==> config.mk <==
export PLATFORM = sky130hd
export DESIGN_NAME = sha256_digest_serializer
export DESIGN_NICKNAME = d
export VERILOG_FILES = /design/src/rtl/sha256_digest_serializer.sv
export SDC_FILE = /design/constraint.sdc
export NUM_CORES = 1
export LEC_CHECK = 0
export ABC_CLOCK_PERIOD_IN_PS = 1800
export BUFFER_PORTS_ARGS = -buffer_cell sky130_fd_sc_hd__clkbuf_2
export CAP_MARGIN = 20
export CORE_MARGIN = 2
export CORE_UTILIZATION = 49
export CTS_CLUSTER_SIZE = 20
export DETAILED_ROUTE_END_ITERATION = 6
export MAX_ROUTING_LAYER = met4
export PLACE_DENSITY = 0.76
export REMOVE_ABC_BUFFERS = 1
export SYNTH_ARGS = -nofsm -noshare
export SYNTH_HDL_FRONTEND = slang
export SYNTH_SLANG_ARGS = --single-unit
==> constraint.sdc <==
create_clock -name clk_i -period 1.8 [get_ports clk_i]
set_input_delay 0.45 -clock clk_i [delete_from_list [all_inputs] [get_ports clk_i]]
set_output_delay 0.45 -clock clk_i [all_outputs]
set_load 0.005 [all_outputs]
==> src/rtl/sha256_digest_serializer.sv <==
// Serializes a 256-bit SHA-256 digest into eight 32-bit words with valid/ready output handshake.
// Optional macro SHA256_DIGEST_IDX_EN adds word_idx_o carrying the current word index.
module sha256_digest_serializer #(
  parameter int WORD_ORDER = 0
) (
  input  logic         clk_i,
  input  logic         reset_n_i,
  input  logic         v_i,
  input  logic [255:0] digest_i,
  output logic         yumi_o,
  output logic         v_o,
  output logic [31:0]  data_o,
  output logic         last_o,
`ifdef SHA256_DIGEST_IDX_EN
  output logic [2:0]   word_idx_o,
`endif
  input  logic         ready_i
);

  typedef enum logic {
    ST_IDLE = 1'b0,
    ST_SEND = 1'b1
  } state_t;

  state_t         r_state;
  state_t         w_state_nxt;
  logic [2:0]     r_cnt;
  logic [255:0]   r_hold;
  logic           w_last;
  logic           w_fire;
  logic           w_accept;
  logic [2:0]     w_sel;

  // State register
  always_ff @(posedge clk_i or negedge reset_n_i) begin
    if (!reset_n_i) begin
      r_state <= ST_IDLE;
    end else begin
      r_state <= w_state_nxt;
    end
  end

  // Next-state logic: SEND persists across back-to-back digests
  always_comb begin
    w_state_nxt = r_state;
    case (r_state)
      ST_IDLE: begin
        if (v_i) begin
          w_state_nxt = ST_SEND;
        end else begin
          w_state_nxt = ST_IDLE;
        end
      end
      ST_SEND: begin
        if (ready_i && (r_cnt == 3'd7) && !v_i) begin
          w_state_nxt = ST_IDLE;
        end else begin
          w_state_nxt = ST_SEND;
        end
      end
      default: begin
        w_state_nxt = ST_IDLE;
      end
    endcase
  end

  // Output decode from state, counter and holding register
  always_comb begin
    w_last   = (r_state == ST_SEND) && (r_cnt == 3'd7);
    w_fire   = (r_state == ST_SEND) && ready_i;
    w_accept = v_i && ((r_state == ST_IDLE) || (w_fire && w_last));
    yumi_o   = w_accept && reset_n_i;
    if (WORD_ORDER != 0) begin
      w_sel = 3'd7 - r_cnt;
    end else begin
      w_sel = r_cnt;
    end
    v_o    = (r_state == ST_SEND);
    last_o = w_last;
    if (r_state == ST_SEND) begin
      data_o = r_hold[{w_sel, 5'd0} +: 32];
    end else begin
      data_o = 32'd0;
    end
`ifdef SHA256_DIGEST_IDX_EN
    if (r_state == ST_SEND) begin
      word_idx_o = r_cnt;
    end else begin
      word_idx_o = 3'd0;
    end
`endif
  end

  // Holding register and word counter; a new capture always restarts at word 0
  always_ff @(posedge clk_i or negedge reset_n_i) begin
    if (!reset_n_i) begin
      r_hold <= 256'd0;
      r_cnt  <= 3'd0;
    end else if (w_accept) begin
      r_hold <= digest_i;
      r_cnt  <= 3'd0;
    end else if (w_fire && !w_last) begin
      r_cnt  <= r_cnt + 3'd1;
    end else begin
      r_cnt  <= r_cnt;
    end
  end

endmodule

==> out/metrics.yaml <==
logic_synthesis:
  syn_area_per_cell_sq_um: 16.3
  yosysWarnings: 0
  synthDistinctLibCells: 27
  synthCells: 789
  synth_area_sq_um: 12900
  synth_top_area_share_pct: 50.5
  yosys-top-cells-area: "dfrtp_1, mux2_4, mux4_2, mux2_2, mux2i_1"
  ys_seq_area_share_pct: 50.5
  yosys.area.top_type: "dfrtp_1"
  synth_seq_cells: 260
critical_path:
  cpMostUsedCell: "buf_6"
  crit_chain: "buf_6 > buf_12 > buf_6 > mux4_2 > inv_1 > a221oi_2 > buf_2"
  critPathBufInv: 5
  cp.required_ns: 1.35
  critPathMaxFanout: 6
  rrSetupSlack_ns: -0.74
  r2r_start: "r_cnt[1]"
  cp.arrival_ns: 2.20
  critical_path.top_delay_family: "buffers and inverters"
  crit_path_end_kind: "primary output"
  slowest_stage: "dfrtp_4"
  startpoint_type: "flip-flop"
  regToRegEndpoint: "r_hold[234]"
  rr_worst_depth: 13
  critPathMaxStageDelay_ns: 0.49
  worstSetupPathType: "flip-flop to primary output"
global_routing:
  grt_max_degree: 133
  grt_pass1_wl_mm: 55.0
  antenna_found_initial: 2
  gr-usage-all-layers_pct: 26.1
  grt_pass1_vias: 9461
  gr-total-overflow: 0
detailed_routing:
  drt_first_pass_iters: 4
  drt-vias-per-instance: 5.43
  drt_wl_total_mm: 36.0
  antenna_left: 0
  vias: 8483
  drt_iter0_drc: 551
  wl_per_cell_um: 23.0
  drcViolationCount: 0
floorplanning:
  die_x_um: 166
  core_sq_um: 26000
  ios: 295
  die-area_sq_um: 27600
  die_h_um: 166
  initial_core_util_pct: 49.6
  row_count: 59
clock_tree:
  clk_pin_slew_ns: 0.06
  htreeDepth: 1
  clock_latency_ns: 0.54
  cts.sinks: 260
  cts_root_buf: "clkbuf_16"
  cts_tree: "built"
  hold_buffers: 0
  numCtsBuffers: 29
  clockBufferDepth: 3
layout:
  multi_input_area_sq_um: 6080
  finalNetCount: 1467
  register_area_sq_um: 6520
  final_cell_mix: "clkbuf_2, dfrtp_1, mux2_4, mux2_2, buf_12"
  design_area_sq_um: 18200
  fill_cells: 1709
  layout_commonest_cell: "clkbuf_2"
  area_delta_synth_final_pct: 41.0
  drive_gt1_share_pct: 72.1
power:
  vdd_ir_drop_max_uv: 1030
  leakagePower_nw: 9.46
  seqPwrFrac_pct: 33.8
  combinationalPowerShare_pct: 47.4
  p_int_w: 0.0217
  p_clk_share_pct: 18.9
  powerDensity_nw_per_um2: 1720
  p_switching_w: 0.00950
  switching_share_pct: 30.5
sta:
  finalSetupTns_ns: -186.65
  fin_ws_ns: -0.850
  max_freq_ghz: 0.377
  fin_worst_skew_ns: 0.0103
  slew_violations: 0
  relSlewSlack_pct: 50.2
  hold_viol_final: 10
  finalSetupViolations: 290
  rsz0062_at_grt: "true"
  worst_hold_slack_ns: -0.00602
  tightest_slew_ns: 0.746
  period_needed_ns: 2.65
  period_share_pct: 147
place:
  place_congestion: 0.778
  port_buffers: 294
  dp_hpwl_mm: 21.1
  post_dp_cell_area_sq_um: 15100
  dp_slack_ns: -0.306
run:
  cap_violations: 0
min_path:
  hold_path.class: "input port to async pin"
run_status:
  status: "finished with violations"
  violations: "negative hold slack, negative setup slack"
[flip-flops by register name, summed over array words and instances, names as in the netlist]
name / cells
r_cnt: 3
r_hold: 256
v_o: 1
[layer usage]
| layer | vias to the layer above | part of all wire [%] | track usage, % |
|---|---|---|---|
| met4 | 0 | 2.6 | 7.01 |
| li1 | 3744 | - | - |
| met3 | 63 | 5.4 | 5.05 |
| met1 | 4349 | 43 | 35.0 |
| met5 | - | 0 | - |
| met2 | 327 | 49 | 41.0 |
[Yosys cell counts (all sizes together)]
cell    instances
nor2            2
clkbuf         11
mux2          288
inv            36
buf            47
a221oi         32
dfrtp         260
o22ai           2
or2b            1
a21boi          1
mux4           32
nand2           2
a22o            3
nand2b          2
or2             1
ha              2
and2            1
a21oi           1
mux2i          33
o21ai          32
[stage by stage]
| stage | power (W) | instances | utilization [%] | hold WS, ns |
|---|---|---|---|---|
| final | 0.0312 | 1561 | 70.0 | -0.00602 |
| after detailed placement | 0.0220 | 1428 | 58.2 | 0.487 |
| after global routing | 0.0327 | 1560 | 70.0 | 0.0444 |
| after floorplan | 0.0182 | 731 | - | 0.154 |
| after global placement | 0.0216 | 1428 | 58.2 | 0.484 |
| after CTS | 0.0301 | 1532 | 67.8 | 0.0354 |
[layout make-up]
type / count / area share, %
flip-flops and latches: 260 / 35.8
multi-input cells: 435 / 33.4
repair buffers: 443 / 22.6
clock buffers: 43 / 4.50
well taps: 335 / 2.31
inverters: 36 / 0.743
clock inverters: 6 / 0.578
diodes: 3 / 0.0413
[cells by family (layout without fill, tap and decap cells)]
| group | count (synthesis) | count (layout) | share of synthesized area (%) |
|---|---|---|---|
| buffers and inverters | 94 | 528 | 5.11 |
| AND/OR/NAND/NOR | 9 | 9 | 0.427 |
| AO/OA/AOI/OAI | 71 | 71 | 3.84 |
| flip-flops | 260 | 260 | 50.5 |
| multiplexers | 353 | 353 | 40.0 |
| other | 0 | 3 | 0 |
| adder cells (fa/ha/maj) | 2 | 2 | 0.194 |
[worst max path at each step]
stage | slack (ns) | depth (start not counted) | to | start
finish | -0.85 | 7 | data_o[2] | r_cnt[2]
global route | -0.87 | 6 | data_o[14] | r_cnt[1]
CTS | -0.83 | 6 | data_o[4] | r_cnt[1]
detailed placement | -0.31 | 6 | data_o[4] | r_cnt[1]
global placement | -0.29 | 6 | data_o[2] | r_cnt[1]
floorplan | -4.37 | 4 | r_hold[0] | r_cnt[2]
[what timing repair did]
action                                  CTS  global route
buffers inserted                         25            27
endpoints found under the setup margin  291           291
resized for setup                       139           123
gates cloned                             30             6
pin swaps                                 1            10
[power by group through the flow]
stage	Combinational (W)	Clock (W)	Sequential (W)
detailed placement	0.0116	0	0.0104
finish	0.0148	0.00589	0.0105
floorplan	0.00799	0	0.0102
CTS	0.0137	0.00596	0.0104
global route	0.0157	0.00623	0.0108
global placement	0.0114	0	0.0103
Note: power is estimated with default switching activity, not from simulation.
